**src/rtl/ddr4_axi_arbiter_2to1.sv**
```systemverilog
// Two-master to one-slave AXI4 arbiter in front of the DDR4 controller port.
// s0 = simulator host-memory master, s1 = PCIe bulk-DMA master.
// Independent round-robin arbitration on AW and AR. The master index is
// carried in the ID MSB so that B and R responses can be steered back
// without any lookup state.
module ddr4_axi_arbiter_2to1 #(
  parameter int unsigned ADDR_W = 34,
  parameter int unsigned DATA_W = 64,
  parameter int unsigned ID_W   = 16
) (
  input  logic                  sys_clk,
  input  logic                  sys_reset_n,
  // master 0
  input  logic                  s0_awvalid,
  output logic                  s0_awready,
  input  logic [ADDR_W-1:0]     s0_awaddr,
  input  logic [7:0]            s0_awlen,
  input  logic [2:0]            s0_awsize,
  input  logic [ID_W-2:0]       s0_awid,
  input  logic                  s0_wvalid,
  output logic                  s0_wready,
  input  logic                  s0_wlast,
  input  logic [DATA_W-1:0]     s0_wdata,
  input  logic [DATA_W/8-1:0]   s0_wstrb,
  output logic                  s0_bvalid,
  input  logic                  s0_bready,
  output logic [1:0]            s0_bresp,
  output logic [ID_W-2:0]       s0_bid,
  input  logic                  s0_arvalid,
  output logic                  s0_arready,
  input  logic [ADDR_W-1:0]     s0_araddr,
  input  logic [7:0]            s0_arlen,
  input  logic [2:0]            s0_arsize,
  input  logic [ID_W-2:0]       s0_arid,
  output logic                  s0_rvalid,
  input  logic                  s0_rready,
  output logic                  s0_rlast,
  output logic [1:0]            s0_rresp,
  output logic [DATA_W-1:0]     s0_rdata,
  output logic [ID_W-2:0]       s0_rid,
  // master 1
  input  logic                  s1_awvalid,
  output logic                  s1_awready,
  input  logic [ADDR_W-1:0]     s1_awaddr,
  input  logic [7:0]            s1_awlen,
  input  logic [2:0]            s1_awsize,
  input  logic [ID_W-2:0]       s1_awid,
  input  logic                  s1_wvalid,
  output logic                  s1_wready,
  input  logic                  s1_wlast,
  input  logic [DATA_W-1:0]     s1_wdata,
  input  logic [DATA_W/8-1:0]   s1_wstrb,
  output logic                  s1_bvalid,
  input  logic                  s1_bready,
  output logic [1:0]            s1_bresp,
  output logic [ID_W-2:0]       s1_bid,
  input  logic                  s1_arvalid,
  output logic                  s1_arready,
  input  logic [ADDR_W-1:0]     s1_araddr,
  input  logic [7:0]            s1_arlen,
  input  logic [2:0]            s1_arsize,
  input  logic [ID_W-2:0]       s1_arid,
  output logic                  s1_rvalid,
  input  logic                  s1_rready,
  output logic                  s1_rlast,
  output logic [1:0]            s1_rresp,
  output logic [DATA_W-1:0]     s1_rdata,
  output logic [ID_W-2:0]       s1_rid,
  // DDR4 slave port
  output logic                  m_awvalid,
  input  logic                  m_awready,
  output logic [ADDR_W-1:0]     m_awaddr,
  output logic [7:0]            m_awlen,
  output logic [2:0]            m_awsize,
  output logic [ID_W-1:0]       m_awid,
  output logic [1:0]            m_awburst,
  output logic                  m_awlock,
  output logic [3:0]            m_awcache,
  output logic [2:0]            m_awprot,
  output logic [3:0]            m_awqos,
  output logic [3:0]            m_awregion,
  output logic                  m_wvalid,
  input  logic                  m_wready,
  output logic                  m_wlast,
  output logic [DATA_W-1:0]     m_wdata,
  output logic [DATA_W/8-1:0]   m_wstrb,
  input  logic                  m_bvalid,
  output logic                  m_bready,
  input  logic [1:0]            m_bresp,
  input  logic [ID_W-1:0]       m_bid,
  output logic                  m_arvalid,
  input  logic                  m_arready,
  output logic [ADDR_W-1:0]     m_araddr,
  output logic [7:0]            m_arlen,
  output logic [2:0]            m_arsize,
  output logic [ID_W-1:0]       m_arid,
  output logic [1:0]            m_arburst,
  output logic                  m_arlock,
  output logic [3:0]            m_arcache,
  output logic [2:0]            m_arprot,
  output logic [3:0]            m_arqos,
  output logic [3:0]            m_arregion,
  input  logic                  m_rvalid,
  output logic                  m_rready,
  input  logic                  m_rlast,
  input  logic [1:0]            m_rresp,
  input  logic [DATA_W-1:0]     m_rdata,
  input  logic [ID_W-1:0]       m_rid
);

  typedef enum logic {W_IDLE = 1'b0, W_BUSY = 1'b1} w_state_t;
  typedef enum logic {R_IDLE = 1'b0, R_ISSUE = 1'b1} r_state_t;

  w_state_t w_state, w_state_nxt;
  r_state_t r_state, r_state_nxt;

  logic act_q;
  logic aw_ptr, aw_sel, aw_win, aw_grant, w_done;
  logic sel_wvalid, sel_wlast, w_open, wlast_hs;
  logic ar_ptr, ar_win, ar_grant;

  // Fixed attributes toward the controller: INCR bursts, everything else neutral.
  assign m_awburst  = 2'b01;
  assign m_awlock   = 1'b0;
  assign m_awcache  = 4'd0;
  assign m_awprot   = 3'd0;
  assign m_awqos    = 4'd0;
  assign m_awregion = 4'd0;
  assign m_arburst  = 2'b01;
  assign m_arlock   = 1'b0;
  assign m_arcache  = 4'd0;
  assign m_arprot   = 3'd0;
  assign m_arqos    = 4'd0;
  assign m_arregion = 4'd0;

  // Grants are held off until the first clock after reset release.
  always_ff @(posedge sys_clk or negedge sys_reset_n) begin
    if (!sys_reset_n) act_q <= 1'b0;
    else              act_q <= 1'b1;
  end

  // ---------------- write path ----------------

  // AW round-robin decision and write-burst progress.
  always_comb begin
    aw_win     = (s0_awvalid && s1_awvalid) ? aw_ptr : s1_awvalid;
    aw_grant   = act_q && (w_state == W_IDLE) && (s0_awvalid || s1_awvalid);
    sel_wvalid = aw_sel ? s1_wvalid : s0_wvalid;
    sel_wlast  = aw_sel ? s1_wlast  : s0_wlast;
    w_open     = (w_state == W_BUSY) && !w_done;
    wlast_hs   = w_open && sel_wvalid && m_wready && sel_wlast;
  end

  // Write FSM state register.
  always_ff @(posedge sys_clk or negedge sys_reset_n) begin
    if (!sys_reset_n) w_state <= W_IDLE;
    else              w_state <= w_state_nxt;
  end

  // Write FSM next state: busy until both the AW and the last W beat are accepted.
  always_comb begin
    w_state_nxt = w_state;
    case (w_state)
      W_IDLE: if (aw_grant) w_state_nxt = W_BUSY;
      W_BUSY: if ((!m_awvalid || m_awready) && (w_done || wlast_hs)) w_state_nxt = W_IDLE;
      default: w_state_nxt = W_IDLE;
    endcase
  end

  // Write FSM outputs: AW ready pulse and W pass-through from the granted master.
  always_comb begin
    s0_awready = aw_grant && !aw_win;
    s1_awready = aw_grant &&  aw_win;
    m_wvalid   = w_open && sel_wvalid;
    m_wlast    = sel_wlast;
    m_wdata    = aw_sel ? s1_wdata : s0_wdata;
    m_wstrb    = aw_sel ? s1_wstrb : s0_wstrb;
    s0_wready  = w_open && !aw_sel && m_wready;
    s1_wready  = w_open &&  aw_sel && m_wready;
  end

  // AW payload capture, RR pointer and burst bookkeeping.
  always_ff @(posedge sys_clk or negedge sys_reset_n) begin
    if (!sys_reset_n) begin
      aw_ptr    <= 1'b0;
      aw_sel    <= 1'b0;
      w_done    <= 1'b0;
      m_awvalid <= 1'b0;
      m_awaddr  <= '0;
      m_awlen   <= '0;
      m_awsize  <= '0;
      m_awid    <= '0;
    end else if (aw_grant) begin
      aw_ptr    <= !aw_win;
      aw_sel    <= aw_win;
      w_done    <= 1'b0;
      m_awvalid <= 1'b1;
      m_awaddr  <= aw_win ? s1_awaddr : s0_awaddr;
      m_awlen   <= aw_win ? s1_awlen  : s0_awlen;
      m_awsize  <= aw_win ? s1_awsize : s0_awsize;
      m_awid    <= {aw_win, (aw_win ? s1_awid : s0_awid)};
    end else begin
      if (m_awvalid && m_awready) m_awvalid <= 1'b0;
      if (wlast_hs)               w_done    <= 1'b1;
    end
  end

  // ---------------- read path ----------------

  // AR round-robin decision.
  always_comb begin
    ar_win   = (s0_arvalid && s1_arvalid) ? ar_ptr : s1_arvalid;
    ar_grant = act_q && (r_state == R_IDLE) && (s0_arvalid || s1_arvalid);
  end

  // Read FSM state register.
  always_ff @(posedge sys_clk or negedge sys_reset_n) begin
    if (!sys_reset_n) r_state <= R_IDLE;
    else              r_state <= r_state_nxt;
  end

  // Read FSM next state: one AR in the issue stage at a time.
  always_comb begin
    r_state_nxt = r_state;
    case (r_state)
      R_IDLE:  if (ar_grant)  r_state_nxt = R_ISSUE;
      R_ISSUE: if (m_arready) r_state_nxt = R_IDLE;
      default: r_state_nxt = R_IDLE;
    endcase
  end

  // Read FSM outputs: AR ready pulse to the winner.
  always_comb begin
    s0_arready = ar_grant && !ar_win;
    s1_arready = ar_grant &&  ar_win;
  end

  // AR payload capture and RR pointer.
  always_ff @(posedge sys_clk or negedge sys_reset_n) begin
    if (!sys_reset_n) begin
      ar_ptr    <= 1'b0;
      m_arvalid <= 1'b0;
      m_araddr  <= '0;
      m_arlen   <= '0;
      m_arsize  <= '0;
      m_arid    <= '0;
    end else if (ar_grant) begin
      ar_ptr    <= !ar_win;
      m_arvalid <= 1'b1;
      m_araddr  <= ar_win ? s1_araddr : s0_araddr;
      m_arlen   <= ar_win ? s1_arlen  : s0_arlen;
      m_arsize  <= ar_win ? s1_arsize : s0_arsize;
      m_arid    <= {ar_win, (ar_win ? s1_arid : s0_arid)};
    end else if (m_arvalid && m_arready) begin
      m_arvalid <= 1'b0;
    end
  end

  // ---------------- responses ----------------

  // B and R steered by the ID MSB; payload fans out, only valid is gated.
  always_comb begin
    s0_bvalid = m_bvalid && !m_bid[ID_W-1];
    s1_bvalid = m_bvalid &&  m_bid[ID_W-1];
    s0_bid    = m_bid[ID_W-2:0];
    s1_bid    = m_bid[ID_W-2:0];
    s0_bresp  = m_bresp;
    s1_bresp  = m_bresp;
    m_bready  = m_bid[ID_W-1] ? s1_bready : s0_bready;

    s0_rvalid = m_rvalid && !m_rid[ID_W-1];
    s1_rvalid = m_rvalid &&  m_rid[ID_W-1];
    s0_rid    = m_rid[ID_W-2:0];
    s1_rid    = m_rid[ID_W-2:0];
    s0_rdata  = m_rdata;
    s1_rdata  = m_rdata;
    s0_rresp  = m_rresp;
    s1_rresp  = m_rresp;
    s0_rlast  = m_rlast;
    s1_rlast  = m_rlast;
    m_rready  = m_rid[ID_W-1] ? s1_rready : s0_rready;
  end

endmodule

```
**config.mk**
```make
export PLATFORM = sky130hd
export DESIGN_NAME = ddr4_axi_arbiter_2to1
export DESIGN_NICKNAME = d
export VERILOG_FILES = /design/src/rtl/ddr4_axi_arbiter_2to1.sv
export SDC_FILE = /design/constraint.sdc
export NUM_CORES = 1
export LEC_CHECK = 0
export CAP_MARGIN = 5
export CORE_AREA = 8 8 358 360
export CTS_BUF_LIST = sky130_fd_sc_hd__clkbuf_4 sky130_fd_sc_hd__clkbuf_8
export DETAILED_ROUTE_END_ITERATION = 7
export DIE_AREA = 0 0 366 368
export HOLD_SLACK_MARGIN = 0.12
export PLACE_DENSITY = 0.3
export SKIP_LAST_GASP = 1
export SLEW_MARGIN = 20
export SYNTH_ARGS = -nofsm -noshare
export SYNTH_HDL_FRONTEND = slang
export SYNTH_SLANG_ARGS = --single-unit
```
**constraint.sdc**
```tcl
create_clock -name sys_clk -period 1.7 [get_ports sys_clk]
set_clock_uncertainty 0.2 [all_clocks]
set_input_delay 0.34 -clock sys_clk [delete_from_list [all_inputs] [get_ports sys_clk]]
set_output_delay 0.34 -clock sys_clk [all_outputs]
set_load 0.05 [all_outputs]
```
==> summary.md, run 1 <==
| Metric | Value |
|---|---|
| RSZ-0062 raised after global routing | true |
| Cts bufs inserted | 17 |
| CP arrival | between 1500 and 2000 ps |
| Initial Utilization | 7.00% |
| Leak pwr | 0.00815 uW |
| Final Cell Area | 20500 sq um |
| Worst skew pair latency | 550 ps |
| RD Place Congestion | ~0.86 |
| Mapped Cells | a little under 800 |
| Max-cap violation count | 0 |
| DRT Wirelength | 83.5 mm |
| Crit share post-route | 145% |
| Synth Warn # | 0 |
| Worst VDD drop | between 0.0006 and 0.0007 V |
| Clock Power Share | 10.3% |
| Flop pwr share | between 10% and 20% |
| Vias per cell | approximately 3.0 |
| Fin util | 16.7% |
| Die Span Y | about 370 um |
| TritonCTS clock tree | built |
| Top post-synthesis cells by area | dfrtp_1 (38%), buf_4 (21%), a221o_1 (14%), a21boi_0 (10%), mux2_2 (10%) |
| Cells after DPL | 2815 |
| Int Pwr | 15600 uW |
| Pwr/cell area | approximately 1400 nW/um^2 |
| Num ports | 948 |
| PortBufs | a little over 600 |
| Area leader, netlist | dfrtp_1 |
| Share of layout cells above drive strength 1 | a little under a third |
| Crit path capture type | output port |
| CP required | 1160 ps |
| First-pass GRT wire length | 107 mm |
| Placed cell area | 17000 sq um |
| Hold path start | s0_araddr[22] |
| Clk sinks | 130 |
| GRT Util Overall | between 10% and 20% |
| Worst Setup Start Kind | flip-flop |
| Max Clk Rate | just over 400 MHz |
| Reg clk slew, reported paths | around 100 ps |
| Max Slew Vio Count | 0 |
| Switching Fraction | 46.2% |
| Core area | between 100000 and 150000 sq um |
| Worst Setup SP | m_awid[15] |
| DR WL/cell | 27.2 um |
| Drt first pass iters | 5 |
| Synth Area per Inst | approximately 11 sq um |
| NetSw | about 13000 uW |
| Die area | between 100000 and 150000 sq um |
| Synth top area share | between 30% and 40% |
| Area Growth Syn to Fin | 138% |
| Row cnt | approximately 130 |
| Hpwl dp | ~67 mm |
| Number of DRC markers in iteration 0 | 379 |
| CTS H-tree depth | 4 |
| Finish-stage setup viols | between 200 and 250 |
| CTS Buffer Depth | 2 |
| Sequential fraction of the synthesis area | 37.9% |
| Congestion Overflow GR | 0 |
| Part of the power in combinational logic | a little over two thirds |
| #FFs+latches synth | 130 |
| CTS Root Cell | clkbuf_8 |
| Antenna Nets Post-Route | 0 |
| Mapped cell area | about 8600 sq um |
| Commonest non-fill, non-tap cell in the layout | clkdlybuf4s50_1 |
| DIE WIDTH | roughly 370 um |
| Tmin final | between 2000 and 2500 ps |
| Violated checks | setup timing |
| Final #Nets | about 1900 |
| CP Max Fanout | 9 |
| Vias in the first global route | between 10000 and 15000 |
| Most frequent cells in the layout | clkdlybuf4s50_1 (396), buf_12 (195), dlygate4sd3_1 (155), a221o_1 (120), a21boi_0 (119) |
| Status | finished, violations left |
| Via Count | just over 9000 |
| Tot Pwr | slightly below 30000 uW |
| Finished Layout Cells | 3074 |
| Worst Hold Class | in2reg |
| Distinct cells, synth | 25 |
| Pin count of the biggest net entering global routing | between 40 and 50 |
| Setup CP Type | reg2out |
| Fin worst setup slack | -770 ps |
| Drt drc | 0 |
| Initial antenna violation count | 56 |
| Fin. Hold Viols | 0 |
| Reg-to-reg critical path startpoint | act_q |
## repair_timing
| item | CTS | global route |
|---|---|---|
| gates resized for setup | 95 | 78 |
| buffers inserted | 25 | 19 |
| hold buffers | 155 | 1 |
| endpoints found under the hold margin | 224 | 14 |
| endpoints found under the setup margin | 339 | 350 |
| cloned | 19 | 8 |
| pin swaps | 39 | 29 |
## metrics by stage
step                hold slack [ps]  worst slack (ps)  setup TNS (ps)
floorplan                      -156             -23.5           -1040
global placement               37.6              -426          -64330
detailed placement             36.6              -375          -61280
CTS                             120              -918         -133310
global route                    165              -875         -131890
finish                          221              -770         -104240
## routing by layer
| layer | global-route usage, % | part of all wire, % | vias to the layer above |
|---|---|---|---|
| met5 | 0 | 0.14 | - |
| met4 | 2.35 | 1.7 | 18 |
| met3 | 5.80 | 11 | 124 |
| met2 | 20.1 | 48 | 718 |
| met1 | 13.3 | 39 | 4488 |
| li1 | - | - | 3906 |
## registers in the layout, summed over array words and instances (netlist names)
signal / count
m_awlen: 8
w_done: 1
m_awsize: 3
ar_ptr: 1
w_state: 1
m_arid: 16
m_arsize: 3
m_awaddr: 34
m_arvalid: 1
m_araddr: 34
act_q: 1
aw_ptr: 1
m_awvalid: 1
m_awid: 16
m_arlen: 8
r_state: 1
## synth_stat cells
| cell type | number |
|---|---|
| nand2_1 | 6 |
| mux2_2 | 76 |
| and2_1 | 4 |
| nor2_1 | 3 |
| a21boi_0 | 119 |
| conb_1 | 2 |
| and3_1 | 4 |
| clkbuf_1 | 31 |
| buf_6 | 15 |
| o21ai_0 | 2 |
| a221o_1 | 120 |
| nand2b_1 | 3 |
| a31oi_1 | 1 |
| a21boi_1 | 1 |
| or2_2 | 1 |
| nor2b_1 | 5 |
| buf_4 | 235 |
| dfrtp_1 | 130 |
| and3_4 | 1 |
| buf_2 | 19 |
| a21o_1 | 2 |
| a21oi_1 | 3 |
| or2_1 | 1 |
| inv_1 | 2 |
| a41o_1 | 1 |
## kinds of logic after synthesis
group | count (synthesis) | share of synthesized area (%)
flops | 130 | 37.9
buf+inv | 302 | 25.1
simple gates | 28 | 1.84
compound gates | 249 | 25.1
mux | 76 | 9.97
other cells | 2 | 0.0875
## final timing paths
path / end / slack [ps] / depth (start not counted)
setup / recovery: m_wvalid / -770 / 4
hold / removal: m_araddr[22] / 220 / 2
setup reg to reg: m_awid[8] / -550 / 9
hold reg to reg: ar_ptr / 320 / 1
max in group asynchronous: m_awid[15] / 140 / 4
min in group asynchronous: m_awlen[1] / 540 / 3
## worst max-delay path, cell delays in order, from the launching register on
cell and delay, ps:
dfrtp_4 510, buf_12 170, mux2_4 370, and2_4 170, buf_12 140
## power groups by stage
| stage | logic, uW | clock network (uW) | registers (uW) |
|---|---|---|---|
| 6_report | 20400 | 3000 | 5550 |
| 5_1_grt | 21300 | 3310 | 5710 |
| 4_1_cts | 20000 | 3250 | 5570 |
| 3_5_place_dp | 18300 | 0 | 5630 |
| 3_3_place_gp | 18300 | 0 | 5650 |
| 2_1_floorplan | 7250 | 0 | 8480 |
## final cells by class
cell class,instances,area (sq um)
Fill cell,13600,102000
Antenna cell,11,27.5
Clock buffer,18,248
Sequential cell,130,3270
Clock inverter,14,140
Tap cell,1637,2050
Inverter,2,7.51
Timing Repair Buffer,872,11100
Multi-Input combinational cell,390,3590
Power figures use the tool's default switching activity.
==> run 2, diff against run 1 <==
--- a/config.mk
+++ b/config.mk
@@ -6,12 +6,14 @@
 export NUM_CORES = 1
 export LEC_CHECK = 0
 export CAP_MARGIN = 5
-export CORE_AREA = 8 8 358 360
+export CELL_PAD_IN_SITES_DETAIL_PLACEMENT = 0
+export CELL_PAD_IN_SITES_GLOBAL_PLACEMENT = 1
+export CORE_AREA = 8 8 360 362
 export CTS_BUF_LIST = sky130_fd_sc_hd__clkbuf_4 sky130_fd_sc_hd__clkbuf_8
 export DETAILED_ROUTE_END_ITERATION = 7
-export DIE_AREA = 0 0 366 368
+export DIE_AREA = 0 0 368 370
 export HOLD_SLACK_MARGIN = 0.12
-export PLACE_DENSITY = 0.3
+export PLACE_DENSITY = 0.38
 export SKIP_LAST_GASP = 1
 export SLEW_MARGIN = 20
 export SYNTH_ARGS = -nofsm -noshare
==> constraint.sdc (replaced) <==
create_clock -name sys_clk -period 1.7 [get_ports sys_clk]
set_clock_uncertainty 0.2 [all_clocks]
set_input_delay 0.425 -clock sys_clk [delete_from_list [all_inputs] [get_ports sys_clk]]
set_output_delay 0.425 -clock sys_clk [all_outputs]
set_load 0.05 [all_outputs]
==> summary.md, run 2 (synthesis results as in run 1) <==
| Metric | Value |
|---|---|
| DRT Wirelength | 81.1 mm |
| GRT Util Overall | between 10% and 20% |
| Final Cell Area | around 19000 sq um |
| CP arrival | between 1500 and 2000 ps |
| Clock Power Share | a little under an eighth |
| Max Slew Vio Count | 0 |
| Core area | approximately 120000 sq um |
| RD Place Congestion | about 0.88 |
| Share of layout cells above drive strength 1 | a little over a third |
| Worst Setup SP | m_awid[15] |
| Commonest non-fill, non-tap cell in the layout | clkdlybuf4s50_1 |
| Biggest registers after layout | m_araddr: 34 flops, m_awaddr: 34 flops |
| Violated checks | setup timing |
| Worst skew pair latency | roughly 600 ps |
| Placed cell area | 16900 sq um |
| R2R depth | 14 |
| Worst Setup Start Kind | flip-flop |
| RSZ-0062 raised after global routing | true |
| Leak pwr | 0.00756 uW |
| Reg2reg end | m_arid[1] |
| Setup TNS Final | -141350 ps |
| Fin. Hold Viols | 0 |
| DR WL/cell | approximately 27 um |
| Tmin final | roughly 2500 ps |
| CP required | between 1000 and 1500 ps |
| Number of DRC markers in iteration 0 | roughly 340 |
| Slew Limit Headroom | approximately two fifths |
| CTS Root Cell | clkbuf_8 |
| Setup CP Type | reg2out |
| Switching Fraction | between 40% and 50% |
| Num ports | roughly 950 |
| First-pass GRT wire length | approximately 100 mm |
| Pwr/cell area | 1500 nW/um^2 |
| Drt drc | 0 |
| Via Count | ~8600 |
| Most frequent cells in the layout | clkdlybuf4s50_1 (395), buf_12 (172), dfrtp_1 (121), a221o_1 (120), a21boi_0 (95) |
| Pin count of the biggest net entering global routing | 52 |
| Status | finished, violations left |
| Row cnt | 130 |
| Die Span Y | 370 um |
| Drt first pass iters | 4 |
| Reg-to-reg critical path startpoint | act_q |
| Antenna Nets Post-Route | 0 |
| CP Max Fanout | 6 |
| Final #Nets | approximately 1800 |
| CTS H-tree depth | 4 |
| PortBufs | ~610 |
| Reg clk slew, reported paths | 130 ps |
| Hpwl dp | 64.6 mm |
| Max-cap violation count | 0 |
| Worst slew pin tran | roughly 910 ps |
| Part of the power in combinational logic | just under 70% |
| Clk sinks | 130 |
| Pre-CTS WS | -560 ps |
| Vias in the first global route | between 9000 and 10000 |
| Setup crit end | m_wdata[52] |
| Crit path capture type | output port |
| Die area | roughly 140000 sq um |
| Max Clk Rate | about 390 MHz |
| Vias per cell | a little under 3 |
| Worst VDD drop | roughly 0.00080 V |
| Flop pwr share | about 19% |
| Worst reg-to-reg setup slack | -720 ps |
| TritonCTS clock tree | built |
| Area Growth Syn to Fin | 122% |
| Finish-stage setup viols | ~350 |
| CTS Buffer Depth | 2 |
| Initial Utilization | 6.91% |
| Fin util | between 15 and 20% |
| Fin worst setup slack | -837 ps |
| NetSw | ~13000 uW |
| Congestion Overflow GR | 0 |
| Initial antenna violation count | 50 |
| Cts bufs inserted | 17 |
| Crit share post-route | 149% |
| Worst Hold Class | in2async |
| Int Pwr | about 15000 uW |
| DIE WIDTH | ~370 um |
==> run 2: metrics by stage <==
step	total power [uW]	hold slack, ps	std cells
after global routing	29900	165	2954
final	28600	241	2965
after CTS	28700	120	2930
after global placement	23700	142	2828
after floorplan	15700	-70.6	822
after detailed placement	23700	144	2828
==> run 2: how the worst min path moves through the flow <==
stage / start / endpoint / slack [ps] / cells past startpoint
floorplan: sys_reset_n / act_q / -70 / 0
global placement: sys_reset_n / m_awsize[2] / 140 / 1
detailed placement: sys_reset_n / m_awsize[2] / 140 / 1
CTS: s0_awaddr[11] / m_awaddr[11] / 120 / 2
global route: s0_arid[14] / m_arid[14] / 160 / 2
finish: sys_reset_n / m_awid[13] / 240 / 3
==> run 2: routing by layer <==
layer	GRT usage, %	vias up	share of wire (%)
li1	-	3658	-
met1	13.1	4105	40
met2	17.5	677	45
met3	6.15	147	12
met4	3.53	16	2.8
met5	0.0356	-	0.13
==> run 2: power groups by stage <==
stage | Clock [uW] | Sequential, uW | Combinational (uW)
final | 3240 | 5540 | 19800
after global routing | 3560 | 5700 | 20700
after CTS | 3500 | 5570 | 19600
after detailed placement | 0 | 5610 | 18100
after global placement | 0 | 5640 | 18000
after floorplan | 0 | 8480 | 7200
==> run 2: timing repair <==
action / CTS / global route
cloned: 17 / 9
hold buffers: 25 / 0
endpoints found under the hold margin: 146 / 0
buffers inserted: 30 / 17
setup endpoints to repair: 333 / 349
pin swaps: 34 / 10
gates resized for setup: 124 / 71
==> run 2: critical path: stages (launching register included) <==
cell     delay, ps
dfrtp_4        500
buf_4          180
buf_4          180
mux2_4         330
buf_12         150
==> run 2: layout make-up <==
type	instances	area (sq um)
antenna	14	35.0
clock inverter	15	179
multi-input combinational	390	3660
inverter	2	7.51
fill	13900	105000
timing repair buffer	747	9640
sequential	130	3270
clock buffer	17	234
tap	1650	2060
==> run 3, diff against run 2 <==
--- a/config.mk
+++ b/config.mk
@@ -8,12 +8,12 @@
 export CAP_MARGIN = 5
 export CELL_PAD_IN_SITES_DETAIL_PLACEMENT = 0
 export CELL_PAD_IN_SITES_GLOBAL_PLACEMENT = 1
-export CORE_AREA = 8 8 360 362
+export CORE_AREA = 8 8 361 363
 export CTS_BUF_LIST = sky130_fd_sc_hd__clkbuf_4 sky130_fd_sc_hd__clkbuf_8
 export DETAILED_ROUTE_END_ITERATION = 7
-export DIE_AREA = 0 0 368 370
+export DIE_AREA = 0 0 369 371
 export HOLD_SLACK_MARGIN = 0.12
-export PLACE_DENSITY = 0.38
+export PLACE_DENSITY = 0.36
 export SKIP_LAST_GASP = 1
 export SLEW_MARGIN = 20
 export SYNTH_ARGS = -nofsm -noshare
==> constraint.sdc (replaced) <==
create_clock -name sys_clk -period 2.5 [get_ports sys_clk]
set_clock_uncertainty 0.2 [all_clocks]
set_input_delay 0.625 -clock sys_clk [delete_from_list [all_inputs] [get_ports sys_clk]]
set_output_delay 0.625 -clock sys_clk [all_outputs]
set_load 0.05 [all_outputs]
==> summary.md, run 3 (synthesis results as in run 1) <==
| Metric | Value |
|---|---|
| Status | finished, violations left |
| Violated checks | setup timing |
| Antenna Nets Post-Route | 0 |
| Worst slew pin tran | 590 ps |
| Number of DRC markers in iteration 0 | ~450 |
| Crit path cell chain | buf_12 -> buf_12 -> clkbuf_16 -> mux2_4 -> buf_8 |
| Max Slew Vio Count | 0 |
| Tmin final | around 2800 ps |
| Worst Setup SP | m_awid[15] |
| Row cnt | 130 |
| R2R depth | 5 |
| Cells after DPL | about 2800 |
| Setup TNS Final | -17530 ps |
| Biggest registers after layout | m_araddr: 34 flops, m_awaddr: 34 flops |
| Worst VDD drop | between 0.0004 and 0.0005 V |
| CP required | around 1700 ps |
| TritonCTS clock tree | built |
| Cts bufs inserted | 17 |
| Hold Slack | roughly 310 ps |
| First-pass GRT wire length | around 110 mm |
| CP Depth | 5 |
| CTS Buffer Depth | 2 |
| Share of layout cells above drive strength 1 | between 20% and 30% |
| Highest-delay cell along the critical path | dfrtp_4 |
| Fin worst setup slack | -319 ps |
| Crit path capture type | output port |
| Finish-stage setup viols | between 70 and 80 |
| Num ports | 948 |
| Tot Pwr | about 17000 uW |
| Clk sinks | between 100 and 150 |
| DRT Wirelength | between 80 and 90 mm |
| Pin count of the biggest net entering global routing | 51 |
| Commonest non-fill, non-tap cell in the layout | clkdlybuf4s50_1 |
| Drt drc | 0 |
| GR Util met1 | 11.7% |
| GRT Util Overall | a little under an eighth |
| RSZ-0062 raised after global routing | true |
| Drt first pass iters | 5 |
| Worst Setup Start Kind | flip-flop |
| Worst skew pair latency | ~600 ps |
| Vias in the first global route | between 9000 and 10000 |
| Fin. Hold Viols | 0 |
| Die Span Y | ~370 um |
| Cell family with most CP delay | buffers and inverters |
| Leak pwr | between 0.006 and 0.007 uW |
| Congestion Overflow GR | 0 |
| Crit share post-route | 113% |
| CP arrival | between 1500 and 2000 ps |
| Reg2reg end | m_arlen[0] |
| PortBufs | about 610 |
| M3 GR Usage | under 10% |
| Worst Hold Class | reg2reg |
| Vias per cell | between 2 and 3 |
| Finished Layout Cells | ~2900 |
| DIE WIDTH | roughly 370 um |
| Reg-to-reg critical path startpoint | act_q |
| CTS Root Cell | clkbuf_8 |
| CTS H-tree depth | 4 |
| Slowest stage delay, CP | around 490 ps |
| Hpwl dp | approximately 73 mm |
| CP Max Fanout | 7 |
| Top Usage Layer GRT | met2 |
| Core area | ~120000 sq um |
| RD Place Congestion | between 0.8 and 0.9 |
| Initial antenna violation count | slightly above 100 |
| Final #Nets | around 1700 |
| Setup crit end | m_wdata[10] |
| Area Growth Syn to Fin | 88.6% |
| Worst reg-to-reg setup slack | roughly 480 ps |
| Layout fillers | 14100 |
| Crit path buf inv count | 4 |
| Slew Limit Headroom | roughly three fifths |
| Max-cap violation count | 0 |
| Die area | between 100000 and 150000 sq um |
| Max Clk Rate | around 350 MHz |
| Most common cell type on the critical path | buf_12 |
| Initial Utilization | 6.89% |
| Reg clk slew, reported paths | ~90 ps |
| Met2 usage | a little over a fifth |
| Via Count | around 8600 |
| Fin util | between 10% and 20% |
| Storage element area | around 3300 sq um |
| Setup CP Type | reg2out |
| DR WL/cell | 29.4 um |
| Multi-input logic area | 3440 sq um |
| Pwr/cell area | a little over 1000 nW/um^2 |
| Most frequent cells in the layout | clkdlybuf4s50_1 (401), dfrtp_1 (128), a221o_1 (120), a21boi_0 (119), buf_4 (99) |
## run 3: what timing repair did
| item | in CTS | in global routing |
|---|---|---|
| setup endpoints to repair | 145 | 84 |
| setup buffers | 13 | 3 |
| hold buffers | 1 | 0 |
| cloned | 4 | 2 |
| resized for setup | 131 | 27 |
| endpoints found under the hold margin | 38 | 0 |
| pin swaps | 6 | 2 |
## run 3: worst min-delay path by stage
stage / slack [ps] / depth (start not counted) / endpoint / start
after global routing: 270 / 2 / w_done / sys_reset_n
after detailed placement: 270 / 1 / m_arid[15] / m_arid[15]
after floorplan: 130 / 0 / act_q / sys_reset_n
after global placement: 270 / 1 / m_arid[15] / m_arid[15]
final: 310 / 1 / ar_ptr / ar_ptr
after CTS: 260 / 2 / w_done / sys_reset_n
## run 3: final cells by class
class                   instances  area share [%]
flip-flops and latches        130            20.1
multi-input cells             390            21.2
clock inverters                15            1.03
diodes                         10           0.155
clock buffers                  17            1.44
inverters                       2          0.0464
repair buffers                664            43.2
well taps                    1650            12.7
## run 3: per-stage QoR
stage	area [sq um]	setup WS, ps
2_1_floorplan	8720	171
3_3_place_gp	15300	-394
3_5_place_dp	15300	-399
4_1_cts	16100	-474
5_1_grt	16200	-462
6_report	16200	-319
## run 3: layer usage
layer	wire length, um	up-vias
met5	119	-
met4	2610	18
met3	10200	260
met2	42900	817
met1	28900	4003
li1	-	3476
## run 3: power by group
part	internal [uW]	switching (uW)	leakage, uW	total (uW)
logic	4310	6780	0.00460	11100
clock network	834	1280	0.000195	2120
registers	2860	514	0.00161	3370
